--- src/rtl/seq_alu_pkg.sv ---
// Shared opcode/state encodings for the sequential ALU (package alu_pkg).
// SEQ_ALU_MUL_EN selects whether MUL is a legal opcode.
package alu_pkg;

  localparam int OP_W = 3;

  typedef enum logic [OP_W-1:0] {
    OP_AND  = 3'b000,
    OP_OR   = 3'b001,
    OP_ADD  = 3'b010,
    OP_SLTU = 3'b011,
    OP_MUL  = 3'b100,
    OP_RSVD = 3'b101,
    OP_SUB  = 3'b110,
    OP_SLT  = 3'b111
  } alu_op_e;

  typedef enum logic [1:0] {
    ST_IDLE = 2'b00,
    ST_BUSY = 2'b01,
    ST_DONE = 2'b10
  } state_e;

endpackage

--- src/rtl/seq_alu_if.sv ---
// Request/response bundle for seq_alu; master drives requests and out_ready.
// Valid/ready on both sides; the slave holds the response until out_ready.
interface seq_alu_if #(parameter int WIDTH = 32);

  logic                      in_valid;
  logic                      in_ready;
  logic [WIDTH-1:0]          operand1;
  logic [WIDTH-1:0]          operand2;
  logic [alu_pkg::OP_W-1:0]  alu_control;
  logic                      out_valid;
  logic                      out_ready;
  logic [WIDTH-1:0]          result;
  logic                      is_zero;
  logic                      illegal_op;

  modport master (
    output in_valid, operand1, operand2, alu_control, out_ready,
    input  in_ready, out_valid, result, is_zero, illegal_op
  );

  modport slave (
    input  in_valid, operand1, operand2, alu_control, out_ready,
    output in_ready, out_valid, result, is_zero, illegal_op
  );

endinterface

--- src/rtl/seq_alu_mul.sv ---
// Shift-add multiplier, one multiplier bit per cycle (built only with SEQ_ALU_MUL_EN).
// Latency: done rises WIDTH cycles after start; no backpressure, done holds until next start.
`ifdef SEQ_ALU_MUL_EN
module seq_alu_mul #(
  parameter int WIDTH = 32,
  parameter int CNT_W = $clog2(WIDTH+1)
) (
  input  logic             clk,
  input  logic             rst_n,
  input  logic             start,
  input  logic [WIDTH-1:0] multiplicand,
  input  logic [WIDTH-1:0] multiplier,
  output logic             done,
  output logic [WIDTH-1:0] product
);

  logic [WIDTH-1:0] acc;
  logic [WIDTH-1:0] mcand;
  logic [WIDTH-1:0] mplier;
  logic [CNT_W-1:0] cnt;
  logic             busy;

  always_ff @(posedge clk or negedge rst_n) begin
    if (!rst_n) begin
      acc    <= '0;
      mcand  <= '0;
      mplier <= '0;
      cnt    <= '0;
      busy   <= 1'b0;
    end else if (start) begin
      acc    <= '0;
      mcand  <= multiplicand;
      mplier <= multiplier;
      cnt    <= CNT_W'(WIDTH);
      busy   <= 1'b1;
    end else if (busy) begin
      if (cnt != '0) begin
        if (mplier[0]) acc <= acc + mcand;
        mcand  <= mcand << 1;
        mplier <= mplier >> 1;
        cnt    <= cnt - 1'b1;
      end else begin
        busy <= 1'b0;
      end
    end
  end

  // Product bits above WIDTH are never formed, so the result wraps naturally.
  assign done    = busy && (cnt == '0);
  assign product = acc;

endmodule
`endif

--- src/rtl/seq_alu.sv ---
// Sequential ALU: 1-cycle logic/arith ops, WIDTH+1-cycle MUL when SEQ_ALU_MUL_EN is defined.
// Result is held in DONE until out_ready; in_ready only in IDLE (one op per 2 cycles max).
module seq_alu
  import alu_pkg::*;
#(
  parameter int WIDTH = 32,
  parameter int CNT_W = $clog2(WIDTH+1)
) (
  input  logic     clk,
  input  logic     rst_n,
  seq_alu_if.slave bus
);

  state_e           state, state_next;
  alu_op_e          op;
  logic             accept;
  logic             is_mul;
  logic             illegal;
  logic [WIDTH-1:0] alu_res;
  logic [WIDTH-1:0] result_q;
  logic             zero_q;
  logic             illegal_q;

  assign op     = alu_op_e'(bus.alu_control);
  assign accept = bus.in_valid && (state == ST_IDLE);

`ifdef SEQ_ALU_MUL_EN
  logic             mul_done;
  logic [WIDTH-1:0] mul_product;

  assign is_mul = (op == OP_MUL);

  seq_alu_mul #(.WIDTH(WIDTH), .CNT_W(CNT_W)) u_mul (
    .clk          (clk),
    .rst_n        (rst_n),
    .start        (accept && is_mul),
    .multiplicand (bus.operand1),
    .multiplier   (bus.operand2),
    .done         (mul_done),
    .product      (mul_product)
  );
`else
  assign is_mul = 1'b0;
`endif

  always_comb begin
    alu_res = '0;
    illegal = 1'b0;
    case (op)
      OP_AND:  alu_res = bus.operand1 & bus.operand2;
      OP_OR:   alu_res = bus.operand1 | bus.operand2;
      OP_ADD:  alu_res = bus.operand1 + bus.operand2;
      OP_SUB:  alu_res = bus.operand1 - bus.operand2;
      OP_SLT:  alu_res = WIDTH'($signed(bus.operand1) < $signed(bus.operand2));
      OP_SLTU: alu_res = WIDTH'(bus.operand1 < bus.operand2);
`ifdef SEQ_ALU_MUL_EN
      OP_MUL:  alu_res = '0;
`endif
      default: illegal = 1'b1;
    endcase
  end

  always_comb begin
    state_next = state;
    case (state)
      ST_IDLE: if (accept) state_next = is_mul ? ST_BUSY : ST_DONE;
`ifdef SEQ_ALU_MUL_EN
      ST_BUSY: if (mul_done) state_next = ST_DONE;
`else
      ST_BUSY: state_next = ST_IDLE;
`endif
      ST_DONE: if (bus.out_ready) state_next = ST_IDLE;
      default: state_next = ST_IDLE;
    endcase
  end

  always_ff @(posedge clk or negedge rst_n) begin
    if (!rst_n) begin
      state     <= ST_IDLE;
      result_q  <= '0;
      zero_q    <= 1'b0;
      illegal_q <= 1'b0;
    end else begin
      state <= state_next;
      if (accept && !is_mul) begin
        result_q  <= alu_res;
        zero_q    <= (alu_res == '0);
        illegal_q <= illegal;
      end
`ifdef SEQ_ALU_MUL_EN
      if (state == ST_BUSY && mul_done) begin
        result_q  <= mul_product;
        zero_q    <= (mul_product == '0);
        illegal_q <= 1'b0;
      end
`endif
    end
  end

  assign bus.in_ready   = (state == ST_IDLE);
  assign bus.out_valid  = (state == ST_DONE);
  assign bus.result     = result_q;
  assign bus.is_zero    = zero_q;
  assign bus.illegal_op = illegal_q;

endmodule

--- src/flat_wrapper.sv ---
// flat-port wrapper written by rule: the top's interface ports become plain ports
module seq_alu_flat import alu_pkg::*;
#(
  parameter int WIDTH = 32,
  parameter int CNT_W = $clog2(WIDTH+1)
)
  (clk, rst_n, bus_in_valid, bus_operand1, bus_operand2, bus_alu_control, bus_out_ready, bus_in_ready, bus_out_valid, bus_result, bus_is_zero, bus_illegal_op);
  seq_alu_if #(.WIDTH(WIDTH)) bus_i ();
  input  logic clk;
  input  logic rst_n;
  input wire logic [$bits(bus_i.in_valid)-1:0] bus_in_valid;
  input wire logic [$bits(bus_i.operand1)-1:0] bus_operand1;
  input wire logic [$bits(bus_i.operand2)-1:0] bus_operand2;
  input wire logic [$bits(bus_i.alu_control)-1:0] bus_alu_control;
  input wire logic [$bits(bus_i.out_ready)-1:0] bus_out_ready;
  output wire logic [$bits(bus_i.in_ready)-1:0] bus_in_ready;
  output wire logic [$bits(bus_i.out_valid)-1:0] bus_out_valid;
  output wire logic [$bits(bus_i.result)-1:0] bus_result;
  output wire logic [$bits(bus_i.is_zero)-1:0] bus_is_zero;
  output wire logic [$bits(bus_i.illegal_op)-1:0] bus_illegal_op;
  assign bus_i.in_valid = bus_in_valid;
  assign bus_i.operand1 = bus_operand1;
  assign bus_i.operand2 = bus_operand2;
  assign bus_i.alu_control = bus_alu_control;
  assign bus_i.out_ready = bus_out_ready;
  assign bus_in_ready = bus_i.in_ready;
  assign bus_out_valid = bus_i.out_valid;
  assign bus_result = bus_i.result;
  assign bus_is_zero = bus_i.is_zero;
  assign bus_illegal_op = bus_i.illegal_op;
  seq_alu #(.WIDTH(WIDTH), .CNT_W(CNT_W)) u_core (.clk(clk), .rst_n(rst_n), .bus(bus_i));
endmodule
--- config.mk ---
export PLATFORM = sky130hd
export DESIGN_NAME = seq_alu_flat
export DESIGN_NICKNAME = d
export VERILOG_FILES = /design/src/rtl/seq_alu_pkg.sv /design/src/rtl/seq_alu_if.sv /design/src/rtl/seq_alu_mul.sv /design/src/rtl/seq_alu.sv /design/src/flat_wrapper.sv
export SDC_FILE = /design/constraint.sdc
export NUM_CORES = 1
export LEC_CHECK = 0
export BUFFER_PORTS_ARGS = -buffer_cell sky130_fd_sc_hd__buf_2
export CAP_MARGIN = 20
export CORE_MARGIN = 5
export CORE_UTILIZATION = 60
export DETAILED_ROUTE_END_ITERATION = 10
export GPL_ROUTABILITY_DRIVEN = 0
export PLACE_DENSITY = 0.9
export SYNTH_ARGS = -nofsm -noshare
export SYNTH_HDL_FRONTEND = slang
export SYNTH_SLANG_ARGS = --single-unit
--- constraint.sdc ---
create_clock -name clk -period 2.3 [get_ports clk]
set_input_delay 0.46 -clock clk [delete_from_list [all_inputs] [get_ports clk]]
set_output_delay 0.46 -clock clk [all_outputs]
set_load 0.01 [all_outputs]
==> impl_metrics.ini, run 1 <==
[die]
std_cell_rows = 38
initial_core_util_pct = 61.8
ios = 107
floorplan.die.height_um = 116
die-width_um = 116

[synthesis]
synth_sequential_area_ratio_pct = 12.9
netlist_instances = 917
syn_nets = 1086
postSynth.topFlopCell = sky130_fd_sc_hd__dfrtp_1
synth.top_cells.by_area = sky130_fd_sc_hd__ha_1, sky130_fd_sc_hd__dfrtp_1, sky130_fd_sc_hd__a21oi_1, sky130_fd_sc_hd__inv_1, sky130_fd_sc_hd__nand2_1
syn_area_per_cell_um2 = 7.41
synth.ff_latch_count = 35
synth_top_area_cell = sky130_fd_sc_hd__ha_1
synth-edff-count = 0
netlist-cell-type-count = 88
post_synth_instance_area_um2 = 6790
asyncSetResetFlopFracSynth_pct = 100
synth_top_cell_area_share_pct = 17.7
ys.warnings.count = 0

[cts]
clock_sink_count = 35
ctsHoldBuffers = 0
postCtsSetupBuffers = 44
cts-resized-gates = 169
cts-buffers-inserted = 5
cts.path.max_buffers = 2
htreeDepth = 2
cell_at_the_root_of_the_clock_tree = sky130_fd_sc_hd__clkbuf_16

[placement]
io_buffers = 106
placed_cell_area_um2 = 10000
place_hpwl_mm = 27.0
placedCellCount = 1426

[run_status]
outcome = did not finish
stop_stage = clock tree synthesis (4_1_cts)
firstError = [ERROR DPL-0038] Utilization greater than 100%, impossible to legalize
[through the flow]
step	worst slack, ns	utilization [%]	TNS (ns)
2_1_floorplan	-0.716	-	-4.33
3_5_place_dp	-1.46	91.4	-23.06
3_3_place_gp	-1.22	91.4	-18.00
[Yosys cell counts (17+ instances only)]
library cell,instances
sky130_fd_sc_hd__a21oi_1,75
sky130_fd_sc_hd__a31oi_1,17
sky130_fd_sc_hd__clkbuf_1,21
sky130_fd_sc_hd__dfrtp_1,35
sky130_fd_sc_hd__ha_1,96
sky130_fd_sc_hd__inv_1,89
sky130_fd_sc_hd__nand2_1,86
sky130_fd_sc_hd__nand3_1,18
sky130_fd_sc_hd__nor2_1,80
sky130_fd_sc_hd__nor3_1,23
sky130_fd_sc_hd__o211ai_1,19
sky130_fd_sc_hd__o21ai_0,42
sky130_fd_sc_hd__xnor2_1,17
[cells by family after synthesis]
kind of cell	share of synthesized area (%)
muxes	1.84
and+or+nand+nor	22.4
AOI/OAI and AO/OA	30.2
adders and majority gates	18.3
buffers and inverters	11.7
DFF	12.9
xor gates and xnor gates	2.71
==> run 2, diff against run 1 <==
--- a/config.mk
+++ b/config.mk
@@ -8,10 +8,10 @@
 export BUFFER_PORTS_ARGS = -buffer_cell sky130_fd_sc_hd__buf_2
 export CAP_MARGIN = 20
 export CORE_MARGIN = 5
-export CORE_UTILIZATION = 60
+export CORE_UTILIZATION = 40
 export DETAILED_ROUTE_END_ITERATION = 10
 export GPL_ROUTABILITY_DRIVEN = 0
-export PLACE_DENSITY = 0.9
+export PLACE_DENSITY_LB_ADDON = 0.15
 export SYNTH_ARGS = -nofsm -noshare
 export SYNTH_HDL_FRONTEND = slang
 export SYNTH_SLANG_ARGS = --single-unit
==> impl_metrics.ini, run 2 <==
[placement]
io_buffers = 106
placed_cell_area_um2 = 10100
place_hpwl_mm = 21.4
placement.setup.worst_slack_ns = -1.29
placedCellCount = 1508

[die]
initial_core_util_pct = 40.8
design.die.area_um2 = 19700
die-width_um = 140
ios = 107
std_cell_rows = 47
floorplan.die.height_um = 140
core-area_um2 = 16600

[detailed_routing]
detailedRoute.firstIterationViolations = 761
drt-wirelength-per-cell_um = 17.9
count_of_vias_placed_by_the_detailed_router = 8838
via_per_inst = 5.64
postRouteWirelength_mm = 28.0
drt_pre_antenna_iters = 5
drc = 0
ant_nets = 0

[synthesis]
syn_nets = 1086
synth-edff-count = 0
synth.cells.most_frequent = sky130_fd_sc_hd__ha_1, sky130_fd_sc_hd__inv_1, sky130_fd_sc_hd__nand2_1, sky130_fd_sc_hd__nor2_1, sky130_fd_sc_hd__a21oi_1
synth_most_common_cell = sky130_fd_sc_hd__ha_1
post_synth_instance_area_um2 = 6790
ys.warnings.count = 0
synth.ff_latch_count = 35
synth_top_cell_area_share_pct = 17.7
synth_top_area_cell = sky130_fd_sc_hd__ha_1
netlist_instances = 917
netlist-cell-type-count = 88
synth.top_cells.by_area = sky130_fd_sc_hd__ha_1, sky130_fd_sc_hd__dfrtp_1, sky130_fd_sc_hd__a21oi_1, sky130_fd_sc_hd__inv_1, sky130_fd_sc_hd__nand2_1
postSynth.topFlopCell = sky130_fd_sc_hd__dfrtp_1
asyncSetResetFlopFracSynth_pct = 100
synth_sequential_area_ratio_pct = 12.9
syn_area_per_cell_um2 = 7.41

[cells_and_area]
combined_area_of_the_multi_input_logic_cells_um2 = 6460
layout.cells.most_common_list = sky130_fd_sc_hd__buf_4, sky130_fd_sc_hd__buf_2, sky130_fd_sc_hd__nor2_1
antenna-diode-count = 0
layout.filler_cells = 1293
syn_to_final_growth_pct = 73.9
most_frequent_standard_cell_in_the_layout_excluding_fill_and_tap_cells = sky130_fd_sc_hd__buf_4
layout.core_utilization_pct = 71.0
nNetsFinal = 1517
drive_above_1_share_pct = 54.4
largest_reg_flops = 32
register_area_um2 = 876
final_instance_area_um2 = 11800
instances_no_fill = 1568

[timing]
min_period_ns = 3.23
unrepaired_setup_endpoints_after_global_routing = yes
fin_crit_sh_pct = 140
slew_margin_rel_pct = 48.8
finalHoldViolCount = 0
finalWorstSetupSlack_ns = -0.927
timing_worst_slew_pin_value_ns = 0.768
finalSetupViolations = 24
finalClockSkew_ns = 0.00521
final_max_slew_viol_count = 0
achievable-frequency_ghz = 0.310

[cts]
cell_at_the_root_of_the_clock_tree = sky130_fd_sc_hd__clkbuf_16
tritoncts = built
clock_sink_count = 35
cts.reportedPaths.clkPinSlew_ns = 0.05
cts-buffers-inserted = 5
htreeDepth = 2
cts.path.max_buffers = 2
worst_skew_pair.late_latency_ns = 0.27
ctsHoldBuffers = 0

[worst_setup_path]
crit_type = in2reg
worstReg2RegStart = u_core.state[1]$_DFFE_PN0P_
worst_path_fanout_max = 5
cp.required_ns = 2.47
cp.buffers_inverters = 3
crit_path_cell_trace = buf_12, inv_12, ha_4, inv_2, fa_2, nor2b_4, o21a_4, o211ai_1, nand3_1, a21oi_2, o221ai_2, a22oi_2, nand4_1, nor4_2, o2111ai_1, o41ai_2
worst_setup_path_end_kind = flop
critical-path-max-stage-delay_ns = 0.41
launching_instance_or_port_of_the_critical_path = bus_operand1[0]
startpoint_type = primary input
critical-path-slowest-cell = sky130_fd_sc_hd__o211ai_1
path_delay_family = compound AO/OA/AOI/OAI gates
arrival_time_of_data_at_the_critical_path_endpoint_ns = 3.40

[power_and_ir_drop]
p_per_area_nw_per_um2 = 387
peakVddDrop_mv = 0.527
p_leak_nw = 5.58

[run_status]
outcome = finished, violations left
violations_in_the_final_reports = negative setup slack

[grt]
wire_length_of_the_first_global_routing_pass_mm = 43.6
grt_antenna_before_repair = 0
grt.overflow.total = 0
grt_pass1_vias = 8515
grt_start_max_net_pins = 36
track_usage_pct = 26.7

[hold_path]
worstHoldPathType = in2async

[flow_run]
max-cap-violations = 0
==> run 2: cell counts after synthesis <==
No cell type changed its count.
==> run 2: worst paths after layout <==
path                                                     end  slack, ns  cells past startpoint
min                         u_core.bus.result[0]$_DFFE_PN0P_       0.26                      1
min in group clk                 u_core.state[1]$_DFFE_PN0P_       0.38                      2
max reg2reg                   u_core.bus.is_zero$_DFFE_PN0P_       0.08                     11
max                           u_core.bus.is_zero$_DFFE_PN0P_      -0.93                     16
min reg2reg                 u_core.bus.result[7]$_DFFE_PN0P_       0.48                      2
max in group asynchronous  u_core.bus.result[11]$_DFFE_PN0P_       1.55                      1
==> run 2: cell families (layout without fill, tap and decap cells) <==
kind of cell / count (synthesis) / count (layout) / synth area share [%]
AOI/OAI and AO/OA: 302 / 302 / 30.2
and+or+nand+nor: 300 / 300 / 22.4
buffers and inverters: 149 / 580 / 11.7
adders and majority gates: 98 / 98 / 18.3
DFF: 35 / 35 / 12.9
xor gates and xnor gates: 21 / 21 / 2.71
muxes: 12 / 12 / 1.84
==> run 2: power breakdown <==
part | internal [mW] | switching, mW | total (mW) | leakage (nW)
Sequential | 0.739 | 0.0962 | 0.835 | 0.450
Clock | 0.422 | 0.234 | 0.656 | 0.0727
Combinational | 1.51 | 1.57 | 3.08 | 5.05
Total | 2.67 | 1.90 | 4.57 | 5.58
==> run 2: metal layers <==
| metal | wire [um] | track usage (%) | vias up |
|---|---|---|---|
| li1 | - | - | 4163 |
| met1 | 11700 | 35.5 | 4161 |
| met2 | 12900 | 43.8 | 429 |
| met3 | 2370 | 4.94 | 85 |
| met4 | 981 | 8.26 | 0 |
| met5 | 0 | 0 | - |
==> run 2: final cells by class <==
class / instances / share of cell area, %
clock inverter: 1 / 0.0424
tap: 220 / 2.33
inverter: 94 / 3.66
clock buffer: 6 / 1.18
sequential: 35 / 7.41
timing repair buffer: 479 / 30.7
multi-input combinational: 733 / 54.7
==> run 2: timing repair <==
| item | in CTS | in global routing |
|---|---|---|
| resized for setup | 165 | 85 |
| setup endpoints to repair | 29 | 28 |
| cloned | 1 | 0 |
| setup buffers | 39 | 21 |
| pin swaps | 86 | 78 |
==> run 2: per-stage QoR <==
stage / power [mW] / setup TNS (ns) / hold WS (ns)
global route: 4.81 / -11.32 / 0.337
floorplan: 2.22 / -4.33 / 0.164
detailed placement: 3.35 / -20.22 / 0.465
global placement: 3.32 / -19.35 / 0.453
finish: 4.57 / -8.90 / 0.261
CTS: 4.31 / -7.57 / 0.280
No activity file was read; power rests on OpenSTA's default activity.
==> run 3, diff against run 2 <==
--- a/config.mk
+++ b/config.mk
@@ -5,12 +5,13 @@
 export SDC_FILE = /design/constraint.sdc
 export NUM_CORES = 1
 export LEC_CHECK = 0
-export BUFFER_PORTS_ARGS = -buffer_cell sky130_fd_sc_hd__buf_2
+export BUFFER_PORTS_ARGS = -buffer_cell sky130_fd_sc_hd__clkbuf_2
 export CAP_MARGIN = 20
 export CORE_MARGIN = 5
 export CORE_UTILIZATION = 40
 export DETAILED_ROUTE_END_ITERATION = 10
 export GPL_ROUTABILITY_DRIVEN = 0
+export MAX_ROUTING_LAYER = met4
 export PLACE_DENSITY_LB_ADDON = 0.15
 export SYNTH_ARGS = -nofsm -noshare
 export SYNTH_HDL_FRONTEND = slang
==> impl_metrics.ini, run 3 (synthesis results as in run 2) <==
[detailed_routing]
via_per_inst = 5.58
drt_pre_antenna_iters = 6
count_of_vias_placed_by_the_detailed_router = 8863
drc = 0
drt-wirelength-per-cell_um = 17.6
ant_nets = 0
detailedRoute.firstIterationViolations = 785
postRouteWirelength_mm = 27.9

[cells_and_area]
instances_no_fill = 1587
register_area_um2 = 876
largest_reg_flops = 32
syn_to_final_growth_pct = 73.5
nNetsFinal = 1535
layout.filler_cells = 1341
layout.cells.most_common_list = sky130_fd_sc_hd__buf_4, sky130_fd_sc_hd__clkbuf_2, sky130_fd_sc_hd__nand2_1
most_frequent_standard_cell_in_the_layout_excluding_fill_and_tap_cells = sky130_fd_sc_hd__buf_4
drive_above_1_share_pct = 53.9
combined_area_of_the_multi_input_logic_cells_um2 = 6380
antenna-diode-count = 0

[grt]
wire_length_of_the_first_global_routing_pass_mm = 43.5
grt_start_max_net_pins = 36
grt.overflow.total = 0
grt_antenna_before_repair = 0
grt_pass1_vias = 8491
track_usage_pct = 27.4

[timing]
finalWorstSetupSlack_ns = -0.858
fin_crit_sh_pct = 137
finalClockSkew_ns = 0.00494
unrepaired_setup_endpoints_after_global_routing = yes
finalHoldViolCount = 0
achievable-frequency_ghz = 0.317
slew_margin_rel_pct = 53.6
min_period_ns = 3.16
final_max_slew_viol_count = 0
timing_worst_slew_pin_value_ns = 0.689
finalSetupViolations = 25
fin_tns_setup_ns = -9.13

[worst_setup_path]
worst_setup_path_end_kind = flop
worst_path_fanout_max = 6
timing.rr.end = u_core.bus.is_zero$_DFFE_PN0P_
reg2regPathDepth = 11
crit_type = in2reg
cp.required_ns = 2.48
slack_of_the_worst_reg_to_reg_path_ns = 0.07
launching_instance_or_port_of_the_critical_path = bus_operand2[13]
worstReg2RegStart = u_core.state[1]$_DFFE_PN0P_
startpoint_type = primary input
arrival_time_of_data_at_the_critical_path_endpoint_ns = 3.34

[die]
floorplan.die.height_um = 140
die-width_um = 140
initial_core_util_pct = 40.8
design.die.area_um2 = 19700
std_cell_rows = 47
ios = 107
core-area_um2 = 16600

[placement]
place_hpwl_mm = 21.9
io_buffers = 106
placedCellCount = 1546

[cts]
cts.reportedPaths.clkPinSlew_ns = 0.05
cell_at_the_root_of_the_clock_tree = sky130_fd_sc_hd__clkbuf_16
cts.path.max_buffers = 2
clock_sink_count = 35
tritoncts = built
cts-buffers-inserted = 5
htreeDepth = 2
ctsHoldBuffers = 0
worst_skew_pair.late_latency_ns = 0.28

[power_and_ir_drop]
total_switching_power_mw = 1.88
sw_frac_of_total_pct = 41.8
proportion_of_power_drawn_by_flip_flops_and_latches_pct = 18.6
p_per_area_nw_per_um2 = 381
p_clk_share_pct = 14.2
p_comb_share_pct = 67.2
p_leak_nw = 5.64
cellInternalPower_mw = 2.61
peakVddDrop_mv = 0.423
post-layout-total-power_mw = 4.49

[run_status]
violations_in_the_final_reports = negative setup slack
outcome = finished, violations left

[flow_run]
max-cap-violations = 0

[hold_path]
worstHoldPathType = in2async
-- run 3: worst max-delay path by stage --
stage	to	slack, ns	cells past startpoint
2_1_floorplan	u_core.bus.is_zero$_DFFE_PN0P_	-0.72	14
4_1_cts	u_core.bus.is_zero$_DFFE_PN0P_	-0.85	15
6_report	u_core.bus.is_zero$_DFFE_PN0P_	-0.86	15
3_5_place_dp	u_core.bus.is_zero$_DFFE_PN0P_	-1.37	16
5_1_grt	u_core.bus.is_zero$_DFFE_PN0P_	-1.0	15
3_3_place_gp	u_core.bus.is_zero$_DFFE_PN0P_	-1.27	15
-- run 3: power by group through the flow --
stage	logic, mW	clock network [mW]	registers, mW
after floorplan	1.35	0	0.870
after detailed placement	2.58	0	0.841
after global routing	3.22	0.674	0.849
final	3.02	0.636	0.837
after global placement	2.55	0	0.840
after CTS	2.81	0.641	0.835
-- run 3: critical path: stages --
cell	delay [ns]
sky130_fd_sc_hd__clkbuf_16	0.12
sky130_fd_sc_hd__inv_12	0.03
sky130_fd_sc_hd__ha_4	0.24
sky130_fd_sc_hd__buf_6	0.13
sky130_fd_sc_hd__or4_4	0.51
sky130_fd_sc_hd__nand4b_4	0.19
sky130_fd_sc_hd__a21oi_4	0.20
sky130_fd_sc_hd__o31ai_1	0.11
sky130_fd_sc_hd__a31oi_1	0.16
sky130_fd_sc_hd__xnor2_1	0.16
sky130_fd_sc_hd__a221oi_2	0.25
sky130_fd_sc_hd__nand4b_1	0.16
sky130_fd_sc_hd__nor4_2	0.25
sky130_fd_sc_hd__o2111ai_1	0.16
sky130_fd_sc_hd__o41ai_2	0.21
-- run 3: metal layers --
metal / GRT usage (%) / part of all wire, % / wire length, um
met5: - / 0 / 0
met4: 6.99 / 4.0 / 1130
met3: 3.51 / 7.9 / 2200
met2: 43.4 / 46 / 12700
met1: 37.1 / 43 / 11900
-- run 3: metrics by stage --
| step | setup WS [ns] | utilization [%] | instance area (um^2) | hold WS [ns] |
|---|---|---|---|---|
| final | -0.858 | 70.8 | 11800 | 0.209 |
| after global routing | -0.995 | 70.8 | 11800 | 0.254 |
| after CTS | -0.850 | 67.9 | 11300 | 0.223 |
| after detailed placement | -1.37 | 62.7 | 10400 | 0.468 |
| after global placement | -1.27 | 62.7 | 10400 | 0.460 |
| after floorplan | -0.716 | - | 7430 | 0.164 |
-- run 3: repair_timing --
item / CTS / global route
setup buffers: 25 / 17
gates resized for setup: 116 / 93
endpoints found under the setup margin: 29 / 28
pin swaps: 73 / 60
-- run 3: layout make-up --
cell class,count,area share (%)
Clock buffer,5,1.06
Clock inverter,3,0.127
Inverter,94,3.57
Multi-Input combinational cell,733,54.1
Sequential cell,35,7.43
Tap cell,220,2.34
Timing Repair Buffer,497,31.4
